**src/rtl/sprite_pkg.sv**
```systemverilog
// Shared types and constants for the sprite compositor pipeline.
package sprite_pkg;

    typedef logic [11:0] rgb444_t;

    typedef enum logic [1:0] {
        MODE_PLAY = 2'd0,
        MODE_WIN  = 2'd1,
        MODE_LOSE = 2'd2
    } mode_e;

    localparam rgb444_t COLOR_WIN  = 12'h0F0;
    localparam rgb444_t COLOR_LOSE = 12'hF00;

    // Atlas address width for a set of power-of-two sized images.
    function automatic int calc_addr_w(input int num_imgs, input int spr_w, input int spr_h);
        return $clog2(num_imgs * spr_w * spr_h);
    endfunction

    // Raw mode code 3 is treated as PLAY, as is any unknown code.
    function automatic mode_e decode_mode(input logic [1:0] raw);
        mode_e m;
        case (raw)
            2'd1:    m = MODE_WIN;
            2'd2:    m = MODE_LOSE;
            default: m = MODE_PLAY;
        endcase
        return m;
    endfunction

endpackage

```
**src/rtl/sprite_hit_prio.sv**
```systemverilog
// Parallel bounding-box hit test over all sprite slots plus a
// lowest-index-wins priority encoder. Purely combinational.
module sprite_hit_prio
    import sprite_pkg::*;
#(
    parameter int NUM_SPRITES = 24,
    parameter int COORD_W     = 11,
    parameter int SPR_W       = 32,
    parameter int SPR_H       = 32,
    localparam int IDX_W      = $clog2(NUM_SPRITES),
    localparam int DX_W       = $clog2(SPR_W),
    localparam int DY_W       = $clog2(SPR_H)
)(
    input  logic [COORD_W-1:0]             curr_x,
    input  logic [COORD_W-1:0]             curr_y,
    input  logic [NUM_SPRITES*COORD_W-1:0] spr_x,
    input  logic [NUM_SPRITES*COORD_W-1:0] spr_y,
    input  logic [NUM_SPRITES-1:0]         spr_en,
    output logic [NUM_SPRITES-1:0]         hit_vec,
    output logic                           hit,
    output logic [IDX_W-1:0]               idx,
    output logic [DX_W-1:0]                dx,
    output logic [DY_W-1:0]                dy
);

    // One extra bit keeps x+SPR_W from wrapping back to column 0.
    localparam logic [COORD_W:0] SPR_W_E = (COORD_W+1)'(SPR_W);
    localparam logic [COORD_W:0] SPR_H_E = (COORD_W+1)'(SPR_H);

    logic [COORD_W:0] cx_s;
    logic [COORD_W:0] cy_s;
    logic [DX_W-1:0]  dx_slot_s [NUM_SPRITES];
    logic [DY_W-1:0]  dy_slot_s [NUM_SPRITES];

    assign cx_s = {1'b0, curr_x};
    assign cy_s = {1'b0, curr_y};

    for (genvar i = 0; i < NUM_SPRITES; i++) begin : g_slot
        logic [COORD_W:0] sx_s;
        logic [COORD_W:0] sy_s;
        logic [COORD_W:0] dxf_s;
        logic [COORD_W:0] dyf_s;

        assign sx_s  = {1'b0, spr_x[i*COORD_W +: COORD_W]};
        assign sy_s  = {1'b0, spr_y[i*COORD_W +: COORD_W]};
        assign dxf_s = cx_s - sx_s;
        assign dyf_s = cy_s - sy_s;
        // curr >= origin and offset inside the box is the same as origin <= curr < origin+size.
        assign hit_vec[i] = spr_en[i] && (cx_s >= sx_s) && (dxf_s < SPR_W_E)
                                      && (cy_s >= sy_s) && (dyf_s < SPR_H_E);
        assign dx_slot_s[i] = dxf_s[DX_W-1:0];
        assign dy_slot_s[i] = dyf_s[DY_W-1:0];
    end

    // Scan from the highest slot down so the lowest hitting index is the last one kept.
    always_comb begin
        hit = 1'b0;
        idx = {IDX_W{1'b0}};
        dx  = {DX_W{1'b0}};
        dy  = {DY_W{1'b0}};
        for (int i = NUM_SPRITES - 1; i >= 0; i--) begin
            hit = hit | hit_vec[i];
            idx = hit_vec[i] ? IDX_W'(i)    : idx;
            dx  = hit_vec[i] ? dx_slot_s[i] : dx;
            dy  = hit_vec[i] ? dy_slot_s[i] : dy;
        end
    end

endmodule

```
**src/rtl/sprite_compositor.sv**
```systemverilog
// Per-pixel sprite compositor: frame-latched sprite table, hit test,
// atlas ROM addressing, ROM-latency-matched delay line, screen-mode
// compose and per-frame head-overlap flag.
module sprite_compositor
    import sprite_pkg::*;
#(
    parameter int          NUM_SPRITES = 24,
    parameter int          COORD_W     = 11,
    parameter int          SPR_W       = 32,
    parameter int          SPR_H       = 32,
    parameter int          NUM_IMGS    = 8,
    parameter int          ROM_LAT     = 1,
    parameter logic [11:0] KEY_COLOR   = 12'h000,
    localparam int         IMG_W       = $clog2(NUM_IMGS),
    localparam int         ADDR_W      = calc_addr_w(NUM_IMGS, SPR_W, SPR_H)
)(
    input  logic                           clk,
    input  logic                           rst,
    input  logic                           frame_start,
    input  logic [NUM_SPRITES*COORD_W-1:0] sprite_x,
    input  logic [NUM_SPRITES*COORD_W-1:0] sprite_y,
    input  logic [NUM_SPRITES-1:0]         sprite_en,
    input  logic [NUM_SPRITES*IMG_W-1:0]   sprite_img,
    input  logic [1:0]                     mode,
    input  logic                           pix_valid,
    input  logic [COORD_W-1:0]             curr_x,
    input  logic [COORD_W-1:0]             curr_y,
    input  logic [11:0]                    bg_pixel,
    output logic [ADDR_W-1:0]              rom_addr,
    input  logic [11:0]                    rom_pixel,
    output logic [11:0]                    pix_out,
    output logic                           pix_valid_out,
    output logic                           collide
);

    localparam int IDX_W = $clog2(NUM_SPRITES);
    localparam int DX_W  = $clog2(SPR_W);
    localparam int DY_W  = $clog2(SPR_H);

    // Frame-latched sprite table
    logic [NUM_SPRITES*COORD_W-1:0] shadow_x_r;
    logic [NUM_SPRITES*COORD_W-1:0] shadow_y_r;
    logic [NUM_SPRITES-1:0]         shadow_en_r;
    logic [NUM_SPRITES*IMG_W-1:0]   shadow_img_r;

    // Hit test results
    logic [NUM_SPRITES-1:0] hit_vec_s;
    logic                   hit_s;
    logic [IDX_W-1:0]       hit_idx_s;
    logic [DX_W-1:0]        hit_dx_s;
    logic [DY_W-1:0]        hit_dy_s;
    logic [IMG_W-1:0]       win_img_s;
    logic                   overlap_s;

    // Stage 0 plus ROM_LAT delay stages
    logic                   rom_addr_r;
    logic [ADDR_W-1:0]      addr_r;
    logic                   p_valid_r [0:ROM_LAT];
    logic                   p_hit_r   [0:ROM_LAT];
    mode_e                  p_mode_r  [0:ROM_LAT];
    rgb444_t                p_bg_r    [0:ROM_LAT];

    // Output stage
    logic                   texel_vis_s;
    rgb444_t                comp_s;
    rgb444_t                pix_out_r;
    logic                   pix_valid_out_r;
    logic                   col_acc_r;
    logic                   collide_r;

    assign rom_addr_r = 1'b0;

    sprite_hit_prio #(
        .NUM_SPRITES (NUM_SPRITES),
        .COORD_W     (COORD_W),
        .SPR_W       (SPR_W),
        .SPR_H       (SPR_H)
    ) u_hit_prio (
        .curr_x  (curr_x),
        .curr_y  (curr_y),
        .spr_x   (shadow_x_r),
        .spr_y   (shadow_y_r),
        .spr_en  (shadow_en_r),
        .hit_vec (hit_vec_s),
        .hit     (hit_s),
        .idx     (hit_idx_s),
        .dx      (hit_dx_s),
        .dy      (hit_dy_s)
    );

    // Latch the sprite table at vertical blank so a frame renders from one consistent snapshot.
    always_ff @(posedge clk or negedge rst) begin
        if (!rst) begin
            shadow_x_r   <= {(NUM_SPRITES*COORD_W){1'b0}};
            shadow_y_r   <= {(NUM_SPRITES*COORD_W){1'b0}};
            shadow_en_r  <= {NUM_SPRITES{1'b0}};
            shadow_img_r <= {(NUM_SPRITES*IMG_W){1'b0}};
        end else if (frame_start) begin
            shadow_x_r   <= sprite_x;
            shadow_y_r   <= sprite_y;
            shadow_en_r  <= sprite_en;
            shadow_img_r <= sprite_img;
        end
    end

    // Select the image index of the winning slot.
    always_comb begin
        win_img_s = {IMG_W{1'b0}};
        for (int i = 0; i < NUM_SPRITES; i++) begin
            win_img_s = (hit_idx_s == IDX_W'(i)) ? shadow_img_r[i*IMG_W +: IMG_W] : win_img_s;
        end
    end

    // Head overlaps an enabled body slot on a real pixel.
    assign overlap_s = pix_valid && hit_vec_s[0] && (|hit_vec_s[NUM_SPRITES-1:1]);

    // Sticky per-frame overlap; the frame_start cycle's overlap belongs to the new frame.
    always_ff @(posedge clk or negedge rst) begin
        if (!rst) begin
            col_acc_r <= 1'b0;
            collide_r <= 1'b0;
        end else if (frame_start) begin
            collide_r <= col_acc_r;
            col_acc_r <= overlap_s;
        end else begin
            col_acc_r <= col_acc_r | overlap_s;
        end
    end

    // Stage 0 registers the atlas address; delay stages carry pixel context across the ROM latency.
    always_ff @(posedge clk or negedge rst) begin
        if (!rst) begin
            addr_r <= {ADDR_W{1'b0}};
            for (int k = 0; k <= ROM_LAT; k++) begin
                p_valid_r[k] <= 1'b0;
                p_hit_r[k]   <= 1'b0;
                p_mode_r[k]  <= MODE_PLAY;
                p_bg_r[k]    <= 12'h000;
            end
        end else begin
            if (pix_valid && hit_s) begin
                addr_r <= {win_img_s, hit_dy_s, hit_dx_s};
            end
            p_valid_r[0] <= pix_valid;
            p_hit_r[0]   <= hit_s;
            p_mode_r[0]  <= decode_mode(mode);
            p_bg_r[0]    <= bg_pixel;
            for (int k = 1; k <= ROM_LAT; k++) begin
                p_valid_r[k] <= p_valid_r[k-1];
                p_hit_r[k]   <= p_hit_r[k-1];
                p_mode_r[k]  <= p_mode_r[k-1];
                p_bg_r[k]    <= p_bg_r[k-1];
            end
        end
    end

    // Merge texel, background and screen mode; transparent texels fall through to background only.
    always_comb begin
        texel_vis_s = p_hit_r[ROM_LAT] && (rom_pixel != KEY_COLOR);
        comp_s      = p_bg_r[ROM_LAT];
        case (p_mode_r[ROM_LAT])
            MODE_LOSE: comp_s = COLOR_LOSE;
            MODE_WIN:  comp_s = texel_vis_s ? rom_pixel : COLOR_WIN;
            default:   comp_s = texel_vis_s ? rom_pixel : p_bg_r[ROM_LAT];
        endcase
    end

    // Output register; bubbles leave pix_out at its last value.
    always_ff @(posedge clk or negedge rst) begin
        if (!rst) begin
            pix_out_r       <= 12'h000;
            pix_valid_out_r <= 1'b0;
        end else begin
            pix_valid_out_r <= p_valid_r[ROM_LAT];
            if (p_valid_r[ROM_LAT]) begin
                pix_out_r <= comp_s;
            end
        end
    end

    assign rom_addr      = addr_r | {{(ADDR_W-1){1'b0}}, rom_addr_r};
    assign pix_out       = pix_out_r;
    assign pix_valid_out = pix_valid_out_r;
    assign collide       = collide_r;

endmodule

```
**config.mk**
```make
export PLATFORM = sky130hd
export DESIGN_NAME = sprite_compositor
export DESIGN_NICKNAME = d
export VERILOG_FILES = /design/src/rtl/sprite_pkg.sv /design/src/rtl/sprite_hit_prio.sv /design/src/rtl/sprite_compositor.sv
export SDC_FILE = /design/constraint.sdc
export NUM_CORES = 2
export LEC_CHECK = 0
export BUFFER_PORTS_ARGS = -buffer_cell sky130_fd_sc_hd__buf_2
export CAP_MARGIN = 25
export CORE_UTILIZATION = 55
export CTS_CLUSTER_DIAMETER = 100
export DETAILED_ROUTE_END_ITERATION = 10
export PLACE_DENSITY = 0.77
export SYNTH_ARGS = -nofsm -noshare
export SYNTH_HDL_FRONTEND = slang
export SYNTH_HIERARCHICAL = 1
export SYNTH_SLANG_ARGS = --single-unit
```
**constraint.sdc**
```tcl
create_clock -name clk -period 5.8 [get_ports clk]
set_input_delay 0.29 -clock clk [delete_from_list [all_inputs] [get_ports clk]]
set_output_delay 0.29 -clock clk [all_outputs]
set_load 0.02 [all_outputs]
```
Word-level counts from Yosys, hierarchy flattened

Index checks and enable logic that the tools add are counted.

Muxes and demuxes: 101
Equal/unequal tests: 27
Bitwise operators: 24
Add/sub/neg operators: 48
Reduce and logical (&&, ||, !) cells: 103
$lt $le $gt $ge: 96

Operators with widths:

| cell                | count |
|---|---|
| $lt 12x6->1 const B | 48 |
| $sub 11x11->12      | 48 |
| $ge 11x11->1        | 48 |
| $mux 5              | 72 |
| $logic_and 1x1->1   | 100 |
| $mux 3              | 24 |
| $eq 5x4->1 const B  | 8 |
| $eq 5x5->1 const B  | 8 |
| $mux 12             | 2 |
| $or 1x1->1          | 24 |
| $pmux 12 s2         | 1 |
| $reduce_or 23->1    | 1 |
| $eq 5x3->1 const B  | 4 |
| $reduce_bool 12->1  | 1 |
| $eq 5x2->1 const B  | 2 |
| $eq 5x1->1 const B  | 1 |
| $logic_not 5->1     | 1 |
| $eq 2x1->1 const B  | 2 |
| $eq 2x2->1 const B  | 2 |
| $pmux 2 s2          | 1 |
| $mux 1              | 1 |

Output and inout bits: 27
Register bits: 684
Input bits: 676
Word-level logic and storage cells: 416

Longest topological paths before layout

Depth after elaboration: 54
Depth in mapped cells: 28
Depth with buffers taken out: 25

Modules after synthesis

Netlist, hierarchy kept.

Modules (own cells, without submodules):

| module            | sequential area each (um^2) | area each (um^2) | times used | cells each |
|---|---|---|---|---|
| sprite_hit_prio   | 0.0                         | 27706.6          | 1          | 4102 |
| sprite_compositor | 17116.4                     | 25982.4          | 1          | 1608 |

Worst setup path after synthesis

No wires, ideal clock.

Path type: input to register
Start point: input curr_y[1]
End point: register addr_r[11], in the netlist rom_addr[11]
Setup slack: 0.202 ns
Buffers on the path: 5
Data required time: 5.669 ns
Arrival: 5.467 ns
Library setup time: 0.131 ns
Stages on the path: 22
Cells stage by stage: inv_1 fa_1 nor2b_1 o31a_1 o21ai_1 o32ai_1 nor4_1 nand4_1 a2111o_1 or4_1 clkbuf_1 inv_2 buf_2 buf_4 o21ai_0 a21o_1 a21oi_1 buf_6 buf_4 mux4_2 a22oi_1 nand3_1

Elaborated cells between the ends (all ways): 216
Classes of those cells: 24 x add/sub; 48 x order compare; 23 x eq/ne; 48 x mux; 23 x bitwise; 50 x reduce/logical

RTL lines:

| item                                             | RTL line                                     | source |
|---|---|---|
| start: declaration                               | sprite_compositor.sv:27                      | `input logic [COORD_W-1:0] curr_y,` |
| $sub 11x11->12 or $ge 11x11->1 (tied branches)   | sprite_hit_prio.sv:47, sprite_hit_prio.sv:50 |  |
| $lt 12x6->1 or $logic_and 1x1->1 (tied branches) | sprite_hit_prio.sv:50                        | `&& (cy_s >= sy_s) && (dyf_s < SPR_H_E);` |
| $logic_and 1x1->1 (*)                            | sprite_hit_prio.sv:50                        |  |
| via hit_vec_s[5]                                 | sprite_compositor.sv:47                      | `logic [NUM_SPRITES-1:0] hit_vec_s;` |
| $mux 5 (*) (6 in a row)                          | sprite_hit_prio.sv:63                        | `idx = hit_vec[i] ? IDX_W'(i) : idx;` |
| via hit_idx_s[0]                                 | sprite_compositor.sv:49                      | `logic [IDX_W-1:0] hit_idx_s;` |
| $logic_not 5->1                                  | sprite_compositor.sv:110                     | `win_img_s = (hit_idx_s == IDX_W'(i)) ? shadow_img_r[i*IMG_W +: IMG_W] : win_img_s;` |
| $mux 3 (23 in a row)                             | sprite_compositor.sv:110                     |  |
| $mux 3 (*)                                       | sprite_compositor.sv:110                     |  |
| end signal: assignment                           | sprite_compositor.sv:133                     | `addr_r <= {ADDR_W{1'b0}};` |
| end signal: assignment                           | sprite_compositor.sv:142                     | `addr_r <= {win_img_s, hit_dy_s, hit_dx_s};` |
| end: declaration                                 | sprite_compositor.sv:57                      | `logic [ADDR_W-1:0] addr_r;` |

Mark *: on every way through the listed nets, which the timed path passes. The rest lies on a longest branch.
A chain may end at the register's enable or synchronous reset.

Worst setup path after layout

Start point: register shadow_y_r[243]
End point: register addr_r[12], in the netlist rom_addr[12]

Word-level cells in the longest chain between the ends: 51
Elaborated cells between the ends (all ways): 100
Classes of those cells: 1 x add/sub; 2 x order compare; 23 x eq/ne; 47 x mux; 23 x bitwise; 4 x reduce/logical

RTL lines:

| item                                             | RTL line                                     | source |
|---|---|---|
| start: declaration                               | sprite_compositor.sv:42                      | `logic [NUM_SPRITES*COORD_W-1:0] shadow_y_r;` |
| start signal: assignment                         | sprite_compositor.sv:95                      | `shadow_y_r <= {(NUM_SPRITES*COORD_W){1'b0}};` |
| start signal: assignment                         | sprite_compositor.sv:100                     | `shadow_y_r <= sprite_y;` |
| $sub 11x11->12 or $ge 11x11->1 (tied branches)   | sprite_hit_prio.sv:47, sprite_hit_prio.sv:50 |  |
| $lt 12x6->1 or $logic_and 1x1->1 (tied branches) | sprite_hit_prio.sv:50                        |  |
| $logic_and 1x1->1 (*)                            | sprite_hit_prio.sv:50                        |  |
| via hit_vec_s[22]                                | sprite_compositor.sv:47                      |  |
| $mux 5 (*) (23 in a row)                         | sprite_hit_prio.sv:63                        |  |
| via hit_idx_s[1]                                 | sprite_compositor.sv:49                      |  |
| $logic_not 5->1                                  | sprite_compositor.sv:110                     |  |
| $mux 3 (23 in a row)                             | sprite_compositor.sv:110                     |  |
| $mux 3 (*)                                       | sprite_compositor.sv:110                     |  |

Marked as above.

==> impl_metrics.env <==
export IMPL_status="complete, no violations"
export IMPL_cap_viol_max_count=0
export IMPL_drv_slew=0
export IMPL_crit_fanout=39
export IMPL_r2r_cells=24
export IMPL_setup_viol=0
export IMPL_rsz0062_at_grt="false"
export IMPL_start_util=0.555
export IMPL_path_clk_slew_ns=0.06
export IMPL_leakagePower_uw=0.0323
export IMPL_drt_iter0_markers=5254
export IMPL_wire_per_inst_um=25.9
export IMPL_slew_headroom=0.318
export IMPL_ir_worst_vdd_v=0.000222
export IMPL_whs_ns=0.0277
export IMPL_grt_overflow_total=0
export IMPL_wirelength_mm=221
export IMPL_worstReg2RegStart="shadow_y_r[243]"
export IMPL_critPathLaunch="shadow_y_r[243]"
export IMPL_ys_seq_area_frac=0.319
export IMPL_cts_root_buffer="clkbuf_16"
export IMPL_synth_top_area_share=0.319
export IMPL_grt_pass1_wl_mm=324
export IMPL_nNetsFinal=8432
export IMPL_setup_tns_ns=0
export IMPL_worstPathRequired_ns=6.35
export IMPL_finalHoldViolCount=0
export IMPL_fmax_mhz=183
export IMPL_dieArea_um2=98900
export IMPL_post_synth_mux_area_share=0.150
export IMPL_synth_edf_count=0
export IMPL_synth_distinct_cells=106
export IMPL_num_rows=114
export IMPL_tightest_slew_ns=1.02
export IMPL_yosys_area_share_simple=0.133
export IMPL_worstSkewPairLatency_ns=0.69
export IMPL_clockBufferDepth=3
export IMPL_reg2reg_to="rom_addr[12]"
export IMPL_worstHoldPathType="input pin to flop"
export IMPL_drcViolationCount=0
export IMPL_finalCriticalPeriod_ns=5.45
export IMPL_cts_sinks=684
export IMPL_ys_flop_type="dfrtp_1"
export IMPL_drt_pass1_iter_count=9
export IMPL_synth_xor_area_share=0.0251
export IMPL_grt_max_degree=148
export IMPL_path_class="flop to flop"
export IMPL_fp_dieW_um=314
export IMPL_grt_pass1_vias=53500
export IMPL_fin_skew_ns=0.0341
export IMPL_drive_above_1_share=0.242
export IMPL_synth_top_family_by_area="compound AO/OA/AOI/OAI gates"
export IMPL_synth_seq_cells=684
export IMPL_tritoncts="built"
export IMPL_ios=703
export IMPL_startpoint_type="flop"
export IMPL_synth_area_um2=53700
export IMPL_postRouteAntennaNets=0
export IMPL_synth_area_leader_cell="dfrtp_1"
export IMPL_synth_compound_area_frac=0.174
export IMPL_grt_usage=0.438
export IMPL_synth_cells=5710
export IMPL_fin_crit_sh=0.940
export IMPL_place_area_um2=59800
export IMPL_r2r_setup_slack_ns=0.35
export IMPL_grt_antenna_before_repair=28
export IMPL_cts_buffers=80
export IMPL_ys_warn_count=6
export IMPL_cp_arrival_ns=6.00
export IMPL_fp_dieH_um=314
export IMPL_numPortBuffers=702
export IMPL_route_vias_total=53400
export IMPL_core_um2=96700
export IMPL_final_area_um2=69200
export IMPL_avgSynthCellArea_um2=9.40
export IMPL_area_growth_pct=28.9
export IMPL_h_tree_depth=3
export IMPL_synth_adder_area_share=0.141
export IMPL_cp_end_kind="flop"
export IMPL_p_per_area_nw_per_um2=247
export IMPL_synth_nets=6964
export IMPL_post_dp_hpwl_mm=154
export IMPL_via_per_inst=6.25
export IMPL_yosys_top_cells_area="dfrtp_1 (32%), mux2_2 (14%), ha_1 (12%), inv_1 (4.5%), o21ai_0 (3.2%)"
export IMPL_place_congestion=1.03
export IMPL_synth_async_reset_ratio=1.00
export IMPL_endpoint="rom_addr[12]"
stage by stage:
step,utilization,worst slack (ns),instances,total power [uW]
2_1_floorplan,-,0.202,5710,9090
3_3_place_gp,0.619,0.0997,7722,10800
3_5_place_dp,0.619,0.0784,7722,10900
4_1_cts,0.715,0.435,8518,16800
5_1_grt,0.716,0.0416,8525,17800
6_report,0.716,0.346,8539,17100
state kept, by name (all words and copies together) (netlist names):
name	count
p_mode_r	4
shadow_img_r	72
shadow_en_r	24
shadow_x_r	264
pix_valid_out	1
collide	1
p_hit_r	2
rom_addr	13
p_bg_r	24
pix_out	12
col_acc_r	1
p_valid_r	2
shadow_y_r	264
layer usage:
layer  global-route usage  vias up  part of all wire
met3               0.0913     1006             0.089
met5                    0        -           0.00061
met4                0.334       20             0.088
met1                0.523    25600              0.37
li1                     -    23700                 -
met2                0.694     3138              0.45
where the power goes:
| group | internal (uW) | switching [uW] | total, uW | leakage [uW] |
|---|---|---|---|---|
| clock network | 3280 | 2340 | 5620 | 0.00139 |
| registers | 5230 | 389 | 5620 | 0.00804 |
| logic | 2610 | 3270 | 5880 | 0.0229 |
| total | 11100 | 6000 | 17100 | 0.0323 |
worst min-delay path by stage:
| stage | startpoint | slack, ns | depth (start not counted) | to |
|---|---|---|---|---|
| after floorplan | rst | -0.006 | 0 | col_acc_r |
| after global placement | p_bg_r[14] | 0.33 | 0 | p_bg_r[2] |
| after detailed placement | p_valid_r[1] | 0.34 | 0 | p_valid_r[0] |
| after CTS | rom_pixel[8] | 0.01 | 3 | pix_out[8] |
| after global routing | rom_pixel[2] | 0.02 | 3 | pix_out[2] |
| final | rom_pixel[8] | 0.03 | 3 | pix_out[8] |
cells in the mapped netlist, types with 62 or more instances:
cell,count
nor3_1,104
o21ai_0,345
a21oi_1,313
mux2_2,651
dfrtp_1,684
nor2b_1,118
inv_1,644
xnor2_1,101
nand3_1,83
a31oi_1,63
nor2_1,360
nand2b_1,153
nand2_1,235
o21a_1,97
a211oi_1,62
ha_1,530
buf_2,83
cells in the final DEF (no fill, tap or decap), drive strengths merged, types with 48 or more instances in the layout:
| cell | instances |
|---|---|
| nand2 | 235 |
| buf | 880 |
| dfrtp | 684 |
| xor2 | 53 |
| nor3 | 106 |
| nand2b | 153 |
| nor4 | 51 |
| mux2i | 61 |
| xnor2 | 101 |
| nor2b | 118 |
| a211oi | 64 |
| a21oi | 314 |
| nor2 | 363 |
| ha | 530 |
| inv | 657 |
| a31oi | 63 |
| a21o | 59 |
| nand4 | 54 |
| dlygate4sd3 | 650 |
| mux2 | 651 |
| o21ai | 360 |
| fa | 48 |
| nand3 | 83 |
| o21a | 97 |
| clkbuf | 105 |
critical path, cell delays in order, from the launching register on:
cell and delay [ns]:
dfrtp_1 0.38, inv_1 0.10, ha_1 0.25, nand2b_1 0.14
a21oi_1 0.10, o311a_1 0.31, or4_1 0.52, a211o_1 0.29
nor4_2 0.35, nand2_1 0.23, inv_2 0.10, nor2_1 0.07
nor3_1 0.28, o31ai_1 0.12, a211o_1 0.31, a21o_1 0.18
a21o_1 0.24, a31oi_4 0.22, buf_12 0.22, nor2b_1 0.11
a2bb2oi_1 0.16, nor2_1 0.06, a311o_1 0.34, nor4_2 0.14
nor2_1 0.08
kinds of logic after synthesis:
| family | Yosys count |
|---|---|
| adder cells (fa/ha/maj) | 578 |
| multiplexers | 716 |
| AND/OR/NAND/NOR | 1369 |
| XOR/XNOR | 154 |
| flip-flops | 684 |
| AO/OA/AOI/OAI | 1413 |
| buffers and inverters | 796 |
final cells by class:
class / count / area, um^2
Timing Repair Buffer: 1530 / 11600
Clock buffer: 105 / 2260
Tap cell: 1276 / 1600
Inverter: 652 / 2450
Clock inverter: 41 / 582
Multi-Input combinational cell: 4230 / 33500
Antenna cell: 21 / 52.6
Fill cell: 6996 / 27500
Sequential cell: 684 / 17100
timing repair:
action | CTS | global route
buffers inserted | 0 | 0
hold buffers | 650 | 0
endpoints found under the hold margin | 761 | 0
resized for setup | 0 | 0
No activity file was read; power rests on OpenSTA's default activity.
